## config.mk

```make
export PLATFORM = sky130hd
export DESIGN_NAME = multiplicador_4b
export DESIGN_NICKNAME = d
export VERILOG_FILES = /design/src/rtl/multiplicador_4b.sv
export SDC_FILE = /design/constraint.sdc
export NUM_CORES = 1
export LEC_CHECK = 0
export ABC_AREA = 1
export CAP_MARGIN = 20
export CORE_MARGIN = 2
export CORE_UTILIZATION = 40
export CTS_BUF_LIST = sky130_fd_sc_hd__clkbuf_16
export CTS_CLUSTER_DIAMETER = 200
export DETAILED_ROUTE_END_ITERATION = 7
export SLEW_MARGIN = 10
export SYNTH_ARGS = -nofsm -noshare
export SYNTH_HDL_FRONTEND = slang
export SYNTH_SLANG_ARGS = --single-unit
```

## constraint.sdc

```tcl
create_clock -name clk -period 2.2 [get_ports clk]
set_input_delay 0.44 -clock clk [delete_from_list [all_inputs] [get_ports clk]]
set_output_delay 0.44 -clock clk [all_outputs]
set_load 0.005 [all_outputs]
```

## src/rtl/multiplicador_4b.sv

```systemverilog
// multiplicador_4b: button-driven 4x4 shift-and-add multiplier with nibble display
module multiplicador_4b #(
  parameter bit ACTIVE_LOW_LEDS = 1'b0
) (
  input  logic       clk,
  input  logic       rst,
  input  logic       up,
  input  logic       down,
  input  logic       ok,
  output logic [3:0] leds,
  output logic       busy
);
  typedef enum logic [2:0] {
    LOAD_A  = 3'd0,
    LOAD_B  = 3'd1,
    CALC    = 3'd2,
    SHOW_LO = 3'd3,
    SHOW_HI = 3'd4
  } state_t;
  state_t     state, state_d;
  logic [3:0] a, a_d, b, b_d, leds_r, leds_d, delta;
  logic [7:0] p, p_d;
  logic [1:0] step, step_d;
  logic       up_q, down_q, ok_q, busy_d;
  logic       up_p, down_p, ok_p;
  assign up_p   = up & ~up_q;
  assign down_p = down & ~down_q;
  assign ok_p   = ok & ~ok_q;
  assign delta  = {{3{down_p & ~up_p}}, up_p ^ down_p};
  assign leds   = leds_r ^ {4{ACTIVE_LOW_LEDS}};
  // next-state, operand edits, accumulation and display selection
  always_comb begin
    state_d = state;
    a_d     = a;
    b_d     = b;
    p_d     = p;
    step_d  = step;
    case (state)
      LOAD_A: begin
        a_d     = ok_p ? a : a + delta;
        b_d     = ok_p ? 4'd0 : b;
        state_d = ok_p ? LOAD_B : LOAD_A;
      end
      LOAD_B: begin
        b_d     = ok_p ? b : b + delta;
        p_d     = ok_p ? 8'd0 : p;
        step_d  = 2'd0;
        state_d = ok_p ? CALC : LOAD_B;
      end
      CALC: begin
        p_d     = b[step] ? p + ({4'd0, a} << step) : p;
        step_d  = step + 2'd1;
        state_d = (step == 2'd3) ? SHOW_LO : CALC;
      end
      SHOW_LO: state_d = ok_p ? SHOW_HI : SHOW_LO;
      SHOW_HI: begin
        a_d     = ok_p ? 4'd0 : a;
        state_d = ok_p ? LOAD_A : SHOW_HI;
      end
      default: state_d = LOAD_A;
    endcase
    leds_d = (state_d == LOAD_A)  ? a_d :
             (state_d == LOAD_B)  ? b_d :
             (state_d == SHOW_LO) ? p_d[3:0] :
             (state_d == SHOW_HI) ? p_d[7:4] : 4'd0;
    busy_d = (state_d == CALC);
  end
  // state, datapath, registered outputs and button history
  always_ff @(posedge clk) begin
    if (!rst) begin
      state  <= LOAD_A;
      a      <= 4'd0;
      b      <= 4'd0;
      p      <= 8'd0;
      step   <= 2'd0;
      leds_r <= 4'd0;
      busy   <= 1'b0;
      up_q   <= 1'b0;
      down_q <= 1'b0;
      ok_q   <= 1'b0;
    end else begin
      state  <= state_d;
      a      <= a_d;
      b      <= b_d;
      p      <= p_d;
      step   <= step_d;
      leds_r <= leds_d;
      busy   <= busy_d;
      up_q   <= up;
      down_q <= down;
      ok_q   <= ok;
    end
  end
endmodule

```

After elaboration in Yosys (flattened, before gate mapping)
Index checks and enable logic that the tools add are counted.

Flip-flop bits (word level): 29. Latch bits: 0. RAM bits: 0. ROM bits: 0. Output and inout port bits: 5. Word-level logic and storage cells: 59. Memories: 0.

$add $sub $neg: 4. Multipliers: 0. Div/mod/pow operators: 0. Magnitude comparators: 1. Equality and inequality tests: 9. Shift-type cells: 1. Muxes and demuxes: 22. Bitwise gates (word level): 9. Reduce and logical (&&, ||, !) cells: 3.

Operator list (count): 4-bit two-way mux (8); 8-bit two-way mux (2); 4-bit case mux with 2 select lines (2); 8-bit case mux with 2 select lines (1); 3-bit case mux with 5 select lines (1); 3-bit by 2-bit == test with 1-bit output, second input constant (4); 4-bit adder (2); 8-bit adder (1); 4-bit by 2-bit left shift with 8-bit output (1); 3-bit by 1-bit == test with 1-bit output, second input constant (2); 3-bit == test, second input constant (2); 3-bit logical NOT (2); 3-bit two-way mux (2); 1-bit bitwise AND (4); 1-bit NOT (4); 2-bit case mux with 2 select lines (1); 2-bit by 3-bit < comparator with 1-bit output, second input constant (1); 1-bit two-way mux (3); 2-bit by 1-bit adder with 2-bit output, second input constant (1); 1-bit binary-select mux with 2-bit select (1); 2-bit == test, second input constant (1); 2-bit two-way mux (1); 2-bit nonzero test (1); 1-bit XOR (1).

Logic depth before layout (Yosys ltp)
Depth after elaboration: 9. Mapped depth: 18.

Worst setup path after synthesis
Ideal clock, no wire load.

Path kind: register to register. From: register step[0]. To: register leds_r[0], in the netlist leds[0]. Setup time: 0.112 ns. Data arrival time: 2.024 ns. Data required time: 2.088 ns. Setup slack: 0.063 ns. Cell stages (with the launch flop): 15. Buffers on the path: 1. Clock period less this slack: 2.137 ns. Cells stage by stage: dfxtp_1 buf_4 inv_1 o21ai_0 mux2i_1 ha_1 nand2_1 nand3_1 or2_2 nand3_1 o21ai_1 nand2_1 nand3_1 nand2_1 nand2_1.

Word-level cells in the longest chain between the ends: 8. Elaborated cells between the ends (all ways): 17.

Ends and longest elaborated chain: start: declaration (line 23) `logic [1:0] step, step_d;`; start signal: assignment (line 86) `step <= step_d;`; 4-bit by 2-bit left shift with 8-bit output, or another cell as far along (line 51) `p_d = b[step] ? p + ({4'd0, a} << step) : p;`; 8-bit adder, or another cell as far along (line 51); 8-bit two-way mux / 3-bit case mux with 5 select lines (equally long branches) (line 51, 38); 8-bit case mux with 2 select lines / 3-bit == test (equally long branches) (line 38, 65); 4-bit two-way mux (line 65) `(state_d == SHOW_HI) ? p_d[7:4] : 4'd0;`; 4-bit two-way mux (line 64) `(state_d == SHOW_LO) ? p_d[3:0] :`; 4-bit two-way mux (line 63) `(state_d == LOAD_B) ? b_d :`; 4-bit two-way mux * (line 62) `leds_d = (state_d == LOAD_A) ? a_d :`; end signal: assignment (line 87) `leds_r <= leds_d;`; end: declaration (line 21) `logic [3:0] a, a_d, b, b_d, leds_r, leds_d, delta;`.

Mark *: on every way between the ends. The rest lies on a longest branch, timed or not. The select of a mux whose other input is x is not followed. A chain may end at the register's enable or synchronous reset.

Worst setup path after layout
From: register step[0]. To: register leds_r[2], in the netlist leds[2].

The elaborated chain is that of the path after synthesis.

==> metrics <==
Total Negative Setup Slacks 0 ps; die width 78.0 µm; Placement Cell Area 0.00255 mm²; vias in the first global route 2127; Adder-Cell Fraction of Synth Area 0.113; Slew Viols, Final 0; Setup crit start kind flip-flop; Post-synth top flop dfxtp_1; most frequent cells in the layout nand2_1 (86), inv_1 (51), buf_4 (33); clk_lat worst skew 270 ps; first-pass GRT wire length 9.74 mm; mapped cell area 0.00219 mm²; routability congestion estimate 0.791; Final #Nets 405; DRC 0; period utilization 0.981; Max Fclk 463 MHz; Unique masters post-synth 35; Filler Cell Count 514; largest net degree at the start of global routing 23; Routed WL per cell 12.5 µm; grt ovf 0; Crit Path Class reg -> reg; synth warn 0; fin cells 452; final hold viol count 0; Rows 26; Post-synth EDFFs 0; RSZ-0062 raised after global routing true; largest family of logic cells by synthesized area simple AND/OR/NAND/NOR gates; Design Area, Final 0.00290 mm²; Critical Path AT 2330 ps; Final setup viols 0; Final WS setup 42.3 ps; DRT Pass-1 Iters 4; post-synthesis register bit count 29; Leak 1.47 nW; Die ar. 0.00609 mm²; vias per inst 4.83; area share of and/or/nand/nor cells after synthesis 0.378; pwr/cell area 652 mW/mm²; Async SR Flop Fraction 0; placed insts 437; Iter 0 DRT Violations 125; hpwl dp 4.25 mm; Num CTS Buffers 5; I/O Buffers 9; Slew headroom 0.803; final critical-path required period 2160 ps; ant diodes 0; DP Worst Slack -422 ps; share of layout cells above drive strength 1 0.291; Ports 10; Clock Skews 6.76 ps; drt total wl 5.65 mm; outcome complete, no violations; VDD IR max 0.505 mV; Hold WC Path Type in -> reg; remaining antenna violation count 0; GR Util All Layers 0.200; worst-margin pin slew 293 ps; register area 589 µm²; Setup crit end kind flip-flop; XOR/XNOR Fraction of Synth Area 0.0160; Synth Area in Compound Gates 0.0970; Area Overhead vs Synth 32.5%; Core Footprint 0.00520 mm²; worst-path fanout max 6; initial antenna violation count 0; total power 1.89 mW; Synth Area per Inst 6.54 µm²; Die H 78.0 µm; synthesized netlist cell count 335; Clock transition at path regs 50 ps; vias 2183; fraction of synthesized area in multiplexers 0.00457; maximum clock insertion buffer count 2; most common cell after layout, fill and taps aside nand2_1; clk sink count 29; H-tree levels 2; number of max-cap violations 0; Root Buffer clkbuf_16; Critical Path RT 2370 ps; CTS tree yes; Starting Density 0.421; area of the multi-input gates 0.00148 mm²; syn_nets 358; post-synthesis sequential area ratio 0.265
-- cells in the mapped netlist, types with 2 or more instances --
master,count,area (µm²)
nand2_1,92,345
inv_1,51,191
dfxtp_1,29,581
nor2_1,29,109
nand3_1,23,115
a21oi_1,19,95.1
ha_1,15,188
o21ai_0,13,65.1
inv_2,11,41.3
nand2_2,5,31.3
nor2_2,5,31.3
fa_1,3,60.1
nand2_4,3,33.8
nand4_1,3,18.8
nor3_1,3,15.0
o21ai_2,3,26.3
buf_4,2,15.0
nand3_2,2,20.0
nand3_4,2,35.0
nor2_4,2,22.5
o21ai_1,2,10.0
or2_1,2,12.5
or2_2,2,12.5
xnor2_1,2,17.5
xor2_1,2,17.5
-- cell families (layout without fill, tap and decap cells) --
logic type | count (synthesis) | after routing
xor+xnor | 4 | 4
buf+inv | 69 | 116
compound gates | 39 | 39
mux | 1 | 1
flops | 29 | 29
simple gates | 175 | 175
fa+ha+maj | 18 | 18
-- stage by stage --
stage	util	hold slack [ps]
2_1_floorplan	-	466
3_3_place_gp	0.490	488
3_5_place_dp	0.490	498
4_1_cts	0.526	495
5_1_grt	0.558	494
6_report	0.558	495
-- power breakdown --
group	switching [mW]	internal [mW]	total, mW
logic	0.374	0.290	0.664
clock network	0.227	0.403	0.631
registers	0.0319	0.568	0.600
total	0.633	1.26	1.89
-- final cells by class --
class / count / share of cell area
multi-input cells: 237 / 0.509
flip-flops and latches: 29 / 0.203
repair buffers: 45 / 0.127
inverters: 64 / 0.0853
clock buffers: 5 / 0.0431
well taps: 70 / 0.0302
clock inverters: 2 / 0.00259
-- flip-flops by register name, indices dropped and copies added, names as in the netlist --
name    flops
state       3
ok_q        1
a           4
leds        4
busy        1
p           8
b           4
step        2
up_q        1
down_q      1
-- critical path, stage by stage (launching register included) --
cell and delay [ps]:
dfxtp_4 360, buf_6 130, o21ai_4 150, mux2i_1 120
ha_1 370, nand2_1 110, buf_4 110, nand2_2 40
nand2_2 70, nand3_1 60, nand2_1 70, nand3_1 70
nand2_1 100, nand2_1 50, nand2_1 70, nand3_2 70
nand2_1 60, inv_1 30
-- routing by layer --
metal | wire length, µm | track usage | share of wire
met3 | 173 | 0.0345 | 0.031
met2 | 2670 | 0.327 | 0.47
met5 | 0 | 0 | 0
met4 | 72 | 0.0614 | 0.013
met1 | 2730 | 0.270 | 0.48
-- timing repair --
action                     CTS  global route
gates resized for setup     20            32
hold endpoints to repair     0             0
setup endpoints to repair   10             7
cloned                       0             0
pin swaps                    7            17
setup buffers                2             6
hold buffers                 0             0
-- path summary, 6_finish.rpt --
path	from	endpoint	slack (ps)	depth (start not counted)
worst max-delay path	step[0]	leds[2]	40	17
worst min-delay path	down	down_q	490	3
worst max register to register	step[0]	leds[2]	40	17
worst min register to register	p[5]	p[5]	500	2
Power figures use the tool's default switching activity.
